===== config.mk =====
export PLATFORM = sky130hd
export DESIGN_NAME = calc_input_sequencer
export DESIGN_NICKNAME = d
export VERILOG_FILES = /design/src/rtl/calc_input_sequencer.sv
export SDC_FILE = /design/constraint.sdc
export NUM_CORES = 1
export LEC_CHECK = 0
export ABC_CLOCK_PERIOD_IN_PS = 4300
export BUFFER_PORTS_ARGS = -buffer_cell sky130_fd_sc_hd__buf_2
export CAP_MARGIN = 20
export CORE_ASPECT_RATIO = 0.5
export CORE_MARGIN = 2
export CORE_UTILIZATION = 45
export CTS_CLUSTER_SIZE = 30
export DETAILED_ROUTE_END_ITERATION = 7
export PLACE_DENSITY = 0.62
export SYNTH_ARGS = -nofsm -noshare
export SYNTH_HDL_FRONTEND = slang
export SYNTH_SLANG_ARGS = --single-unit

===== constraint.sdc =====
create_clock -name clk -period 4.3 [get_ports clk]
set_input_delay 0.86 -clock clk [delete_from_list [all_inputs] [get_ports clk]]
set_output_delay 0.86 -clock clk [all_outputs]
set_load 0.01 [all_outputs]

===== src/rtl/calc_input_sequencer.sv =====
// Input front end for the 3-bit calculator: synchronises and debounces the buttons, then walks the
// user through operand A, operator, operand B and result, driving the display stage from registers.
module calc_input_sequencer #(
  parameter int unsigned DEB_CYCLES = 500000
) (
  input  logic       clk,
  input  logic       rst,
  input  logic [0:2] sw,
  input  logic       btn_enter,
  input  logic       btn_clear,
  input  logic [0:3] btn_op,
  output logic [0:2] in_1,
  output logic [0:2] in_2,
  output logic [0:3] oper,
  output logic       result_valid,
  output logic [1:0] stage
);

  localparam int unsigned CNT_W  = $clog2(DEB_CYCLES + 1);
  localparam int unsigned NumBtn = 6;
  // Flip on the edge where the counter would reach DEB_CYCLES.
  localparam logic [CNT_W-1:0] CntLast = CNT_W'(DEB_CYCLES - 1);

  typedef enum logic [1:0] {
    StA    = 2'b00,
    StOp   = 2'b01,
    StB    = 2'b10,
    StShow = 2'b11
  } state_e;

  // Bit map: [5] clear, [4] enter, [3:0] operator buttons add..div.
  logic [NumBtn-1:0] btn_raw;
  assign btn_raw = {btn_clear, btn_enter, btn_op[0], btn_op[1], btn_op[2], btn_op[3]};

  logic [NumBtn-1:0] btn_s1_q, btn_s2_q;
  logic [NumBtn-1:0] deb_q, deb_d;
  logic [NumBtn-1:0] press_q, press_d;
  logic [CNT_W-1:0]  cnt_q [NumBtn];
  logic [CNT_W-1:0]  cnt_d [NumBtn];
  logic [0:2]        sw_s1_q, sw_s2_q;

  always_comb begin
    deb_d   = deb_q;
    press_d = '0;
    for (int i = 0; i < NumBtn; i++) begin
      cnt_d[i] = '0;
      if (btn_s2_q[i] != deb_q[i]) begin
        if (cnt_q[i] == CntLast) begin
          deb_d[i]   = btn_s2_q[i];
          press_d[i] = btn_s2_q[i];
        end else begin
          cnt_d[i] = cnt_q[i] + 1'b1;
        end
      end
    end
  end

  always_ff @(posedge clk) begin
    if (rst) begin
      btn_s1_q <= '0;
      btn_s2_q <= '0;
      deb_q    <= '0;
      press_q  <= '0;
      sw_s1_q  <= '0;
      sw_s2_q  <= '0;
      for (int i = 0; i < NumBtn; i++) cnt_q[i] <= '0;
    end else begin
      btn_s1_q <= btn_raw;
      btn_s2_q <= btn_s1_q;
      deb_q    <= deb_d;
      press_q  <= press_d;
      sw_s1_q  <= sw;
      sw_s2_q  <= sw_s1_q;
      for (int i = 0; i < NumBtn; i++) cnt_q[i] <= cnt_d[i];
    end
  end

  logic       clear_ev, enter_ev, op_valid;
  logic [0:3] op_ev;
  assign clear_ev = press_q[5];
  assign enter_ev = press_q[4];
  assign op_ev    = press_q[3:0];
  // Simultaneous operator presses are ambiguous and dropped; enter outranks any operator.
  assign op_valid = $onehot(op_ev) && !enter_ev;

  state_e     state_q;
  logic [0:2] in_1_q, in_2_q;
  logic [0:3] oper_q;
  logic       result_valid_q;

  always_ff @(posedge clk) begin
    if (rst || clear_ev) begin
      state_q        <= StA;
      in_1_q         <= '0;
      in_2_q         <= '0;
      oper_q         <= '0;
      result_valid_q <= 1'b0;
    end else begin
      unique case (state_q)
        StA: begin
          in_1_q <= sw_s2_q;
          oper_q <= '0;
          if (enter_ev) state_q <= StOp;
        end
        StOp: begin
          if (op_valid) begin
            oper_q  <= op_ev;
            state_q <= StB;
          end
        end
        StB: begin
          in_2_q <= sw_s2_q;
          if (enter_ev) begin
            state_q        <= StShow;
            result_valid_q <= 1'b1;
          end else if (op_valid) begin
            oper_q <= op_ev;
          end
        end
        StShow: begin
          if (enter_ev) begin
            state_q        <= StA;
            oper_q         <= '0;
            result_valid_q <= 1'b0;
          end
        end
        default: state_q <= StA;
      endcase
    end
  end

  assign in_1         = in_1_q;
  assign in_2         = in_2_q;
  assign oper         = oper_q;
  assign result_valid = result_valid_q;
  assign stage        = state_q;

endmodule


==> results.md <==
* Outcome: finished, final reports clean
* Proportion of synthesized chip area in sequential cells at 46.32%
* Element type at the critical path start: register
* Beginning of the critical path: press_q[0]
* Total overflow reported by the global router at 0
* Net switching power figure at approximately 710 uW
* Height of the chip at 90.83 um
* CORE AREA at around 15000 um2
* First-pass detailed-route iteration total at 4
* Area growth syn-to-layout at 13.41%
* CP max stage cell: or4b_2
* Min-Delay Startpoint: btn_s1_q[1]
* Number of input and output port buffers inserted at 23
* Post-synth top flop: dfxtp_1
* Layout cell share with drive strength beyond 1 at a little under a tenth
* DR WL/cell at 12.68 um
* Core utilization of the finished layout at between 50% and 60%
* Peak fanout along the critical path at 4
* Clock sinks at about 160
* Total CTS buffers at 17
* Synthesis-stage register bit count at between 150 and 200
* Distinct cells, synth at 51
* Pin slew with the least headroom to its limit at just under 800 ps
* Most frequent standard cell in the layout excluding fill and tap cells: dfxtp_1
* Synthesized area at between 6000 and 7000 um2
* Met2 usage at a little over a quarter
* Top achievable clock speed at approximately 0.34 GHz
* Ranking of synthesized cells by area: dfxtp_1 46%, nor2_1 5.4%, xnor2_1 4.9%
* Number of maximum-capacitance constraint violations at 0
* Antenna violations before repair at 0
* Worst path arrival time at around 3200 ps
* Count of antenna diodes in the layout at 0
* Clock transition at the registers of the reported paths at approximately 60 ps
* Met3 Usage GRT at ~3.8%
* Static Leakage at 0.002492 uW
* Rel. slew slack at between 40% and 50%
* Minimum clock period after layout at 2915 ps
* Number of buffers inserted by hold repair at cts at 0
* Most frequent cells in the layout: 157 x dfxtp_1, 97 x nor2_1, 42 x a21oi_1, 39 x nand3_1, 38 x xnor2_1
* Count of antenna-violating nets left after detailed routing at 0
* VDD IR max at between 0.2 and 0.3 mV
* Die footprint at 16140 um2
* Post-DP HPWL at 8457 um
* Synthesized netlist cell count at approximately 750
* Power density of the placed cells at 413.0 nW/um2
* Maximum clock skew at final layout at just over 10 ps
* Effective utilization at floorplan at 46.53%
* RSZ-0062 raised after global routing: no
* TritonCTS clock tree: yes
* EDFF count, synth at 0
* Proportion of total power due to net switching at between 20 and 25%
* Global-route wire length before repair at about 22000 um
* Worst setup EP type: register
* Reg-to-reg setup timing slack at around 1400 ps
* Combinational group share of total power at under 10%
* H-tree level count at 4
* Vias in the first global route at between 4k and 5k
* Fill count at between 1k and 1.5k
* Vias post-DR at 5182
* Maximum number of pins on one net before global-route repair at 37
* Busiest layer in global routing: met2
* Number of synthesis warnings at 0
* CP Class: reg -> reg
* Delay of the slowest cell on the worst path at 700 ps
* Synth Area per Inst at 8.999 um2
* Gates resized, CTS repair at 0
* Critical register-to-register path startpoint: press_q[0]
* Count of endpoints failing hold in the final timing report at 0
* Final setup vio count at 0
* Share of Yosys cell area claimed by the top area cell type at a little under half
* Clk network pwr share at 49.6%
* Total Wirelength at 12520 um
* Via density at around 5.3
* Cell type with the highest aggregate area in the netlist: dfxtp_1
* GRT Util Overall at ~16%
* Final weighted congestion in routability-driven placement at roughly 0.8
* Synthesized net count at approximately 780
* Net count reported at finish at approximately 800
* # Post-CTS Setup Buffers at 0
* Min-delay worst type: reg -> reg
* Clock root cell: clkbuf_16
* Fraction of registers with async set/reset at 0%
* Floorplan row count at 31
* Slew Viols, Final at 0
* Horizontal die dimension at ~180 um
* Ports placed on the boundary at 24
* DRC errors left at 0
* Crit-path cells: inv_1 -> fa_1 -> inv_1 -> ha_1 -> ha_1 -> or4b_2 -> a221oi_4 -> mux2i_1 -> nor2_1
* Number of buffers between clock root and the deepest sink at 2
* Required time at the worst-slack endpoint at roughly 4600 ps
* Cell-internal power at 2467 uW
* Met1 track demand over resource at 21.28%
* Latest clock arrival within the worst-skew pair at approximately 420 ps
* Post-route clock period utilization at between 60 and 70%
* Initial DRC Count at approximately 280
* Sequential power share at 46.6%
* Setup TNS at 0 ps
[critical path, delay by kind of cell, from the launching register on]
family,cells,cell delay [ps]
AO/OA/AOI/OAI,1,390
buffers and inverters,2,120
adder cells (fa/ha/maj),3,970
multiplexers,1,230
AND/OR/NAND/NOR,2,750
flip-flops,1,340
[per-layer routing]
layer	wire length (um)	up-vias
met1	6398	2421
met3	243	9
met2	5799	35
li1	-	2717
met5	0	-
met4	78	0
[sequential cells by signal (all words and copies together), names as in the netlist]
register	cells
oper	4
stage	2
btn_s2_q	6
result_valid	1
press_q	6
deb_q	6
in_1	3
cnt_q	114
sw_s2_q	3
in_2	3
sw_s1_q	3
btn_s1_q	6
[per-stage QoR]
stage / worst slack (ps) / cell area, um2 / hold WS, ps / power (uW) / instances
2_1_floorplan: 1565 / 6785 / 413.8 / 1604 / 754
3_3_place_gp: 1503 / 7061 / 416.6 / 1629 / 954
3_5_place_dp: 1424 / 7072 / 420.4 / 1634 / 955
4_1_cts: 1352 / 7695 / 433.1 / 3215 / 987
5_1_grt: 1243 / 7695 / 454.5 / 3290 / 987
6_report: 1385 / 7695 / 430.2 / 3178 / 987
[area by class of cell]
type / count / area (um2) / area share, %
clock buffers: 18 / 439.2 / 5.707
clock inverters: 14 / 183.9 / 2.390
inverters: 29 / 108.9 / 1.415
multi-input cells: 546 / 3438 / 44.68
flip-flops and latches: 157 / 3143 / 40.85
well taps: 198 / 247.7 / 3.220
repair buffers: 25 / 133.9 / 1.740
[final timing paths]
kind,cells after the start,end
setup / recovery,9,oper[0]
hold / removal,1,btn_s2_q[1]
setup reg to reg,9,oper[0]
hold reg to reg,1,btn_s2_q[1]
[cell usage after synthesis, drive strengths merged (9+ instances only)]
cell type    n
clkbuf      16
o31ai       14
inv         29
a21oi       42
and4        13
nand4       32
nor4        14
o21ai       28
ha          13
nor3        14
nand2       35
nand3       41
xnor2       38
xor2        33
nor2        97
mux2i       11
nor4b        9
or4         19
nor2b       19
or3         26
dfxtp      157
[power by group through the flow]
stage	Clock [uW]	Sequential [uW]	Combinational [uW]
after detailed placement	0	1510	120
after global routing	1670	1480	133
final	1580	1480	119
after global placement	0	1510	116
after CTS	1610	1480	120
after floorplan	0	1510	90.0
[logic make-up after synthesis]
| group | after synthesis | synth area share [%] |
|---|---|---|
| simple gates | 354 | 28.71 |
| flops | 157 | 46.32 |
| compound gates | 96 | 8.482 |
| xor+xnor | 71 | 9.165 |
| buf+inv | 51 | 3.005 |
| fa+ha+maj | 14 | 2.692 |
| mux | 11 | 1.623 |
No activity file was read; power rests on OpenSTA's default activity.
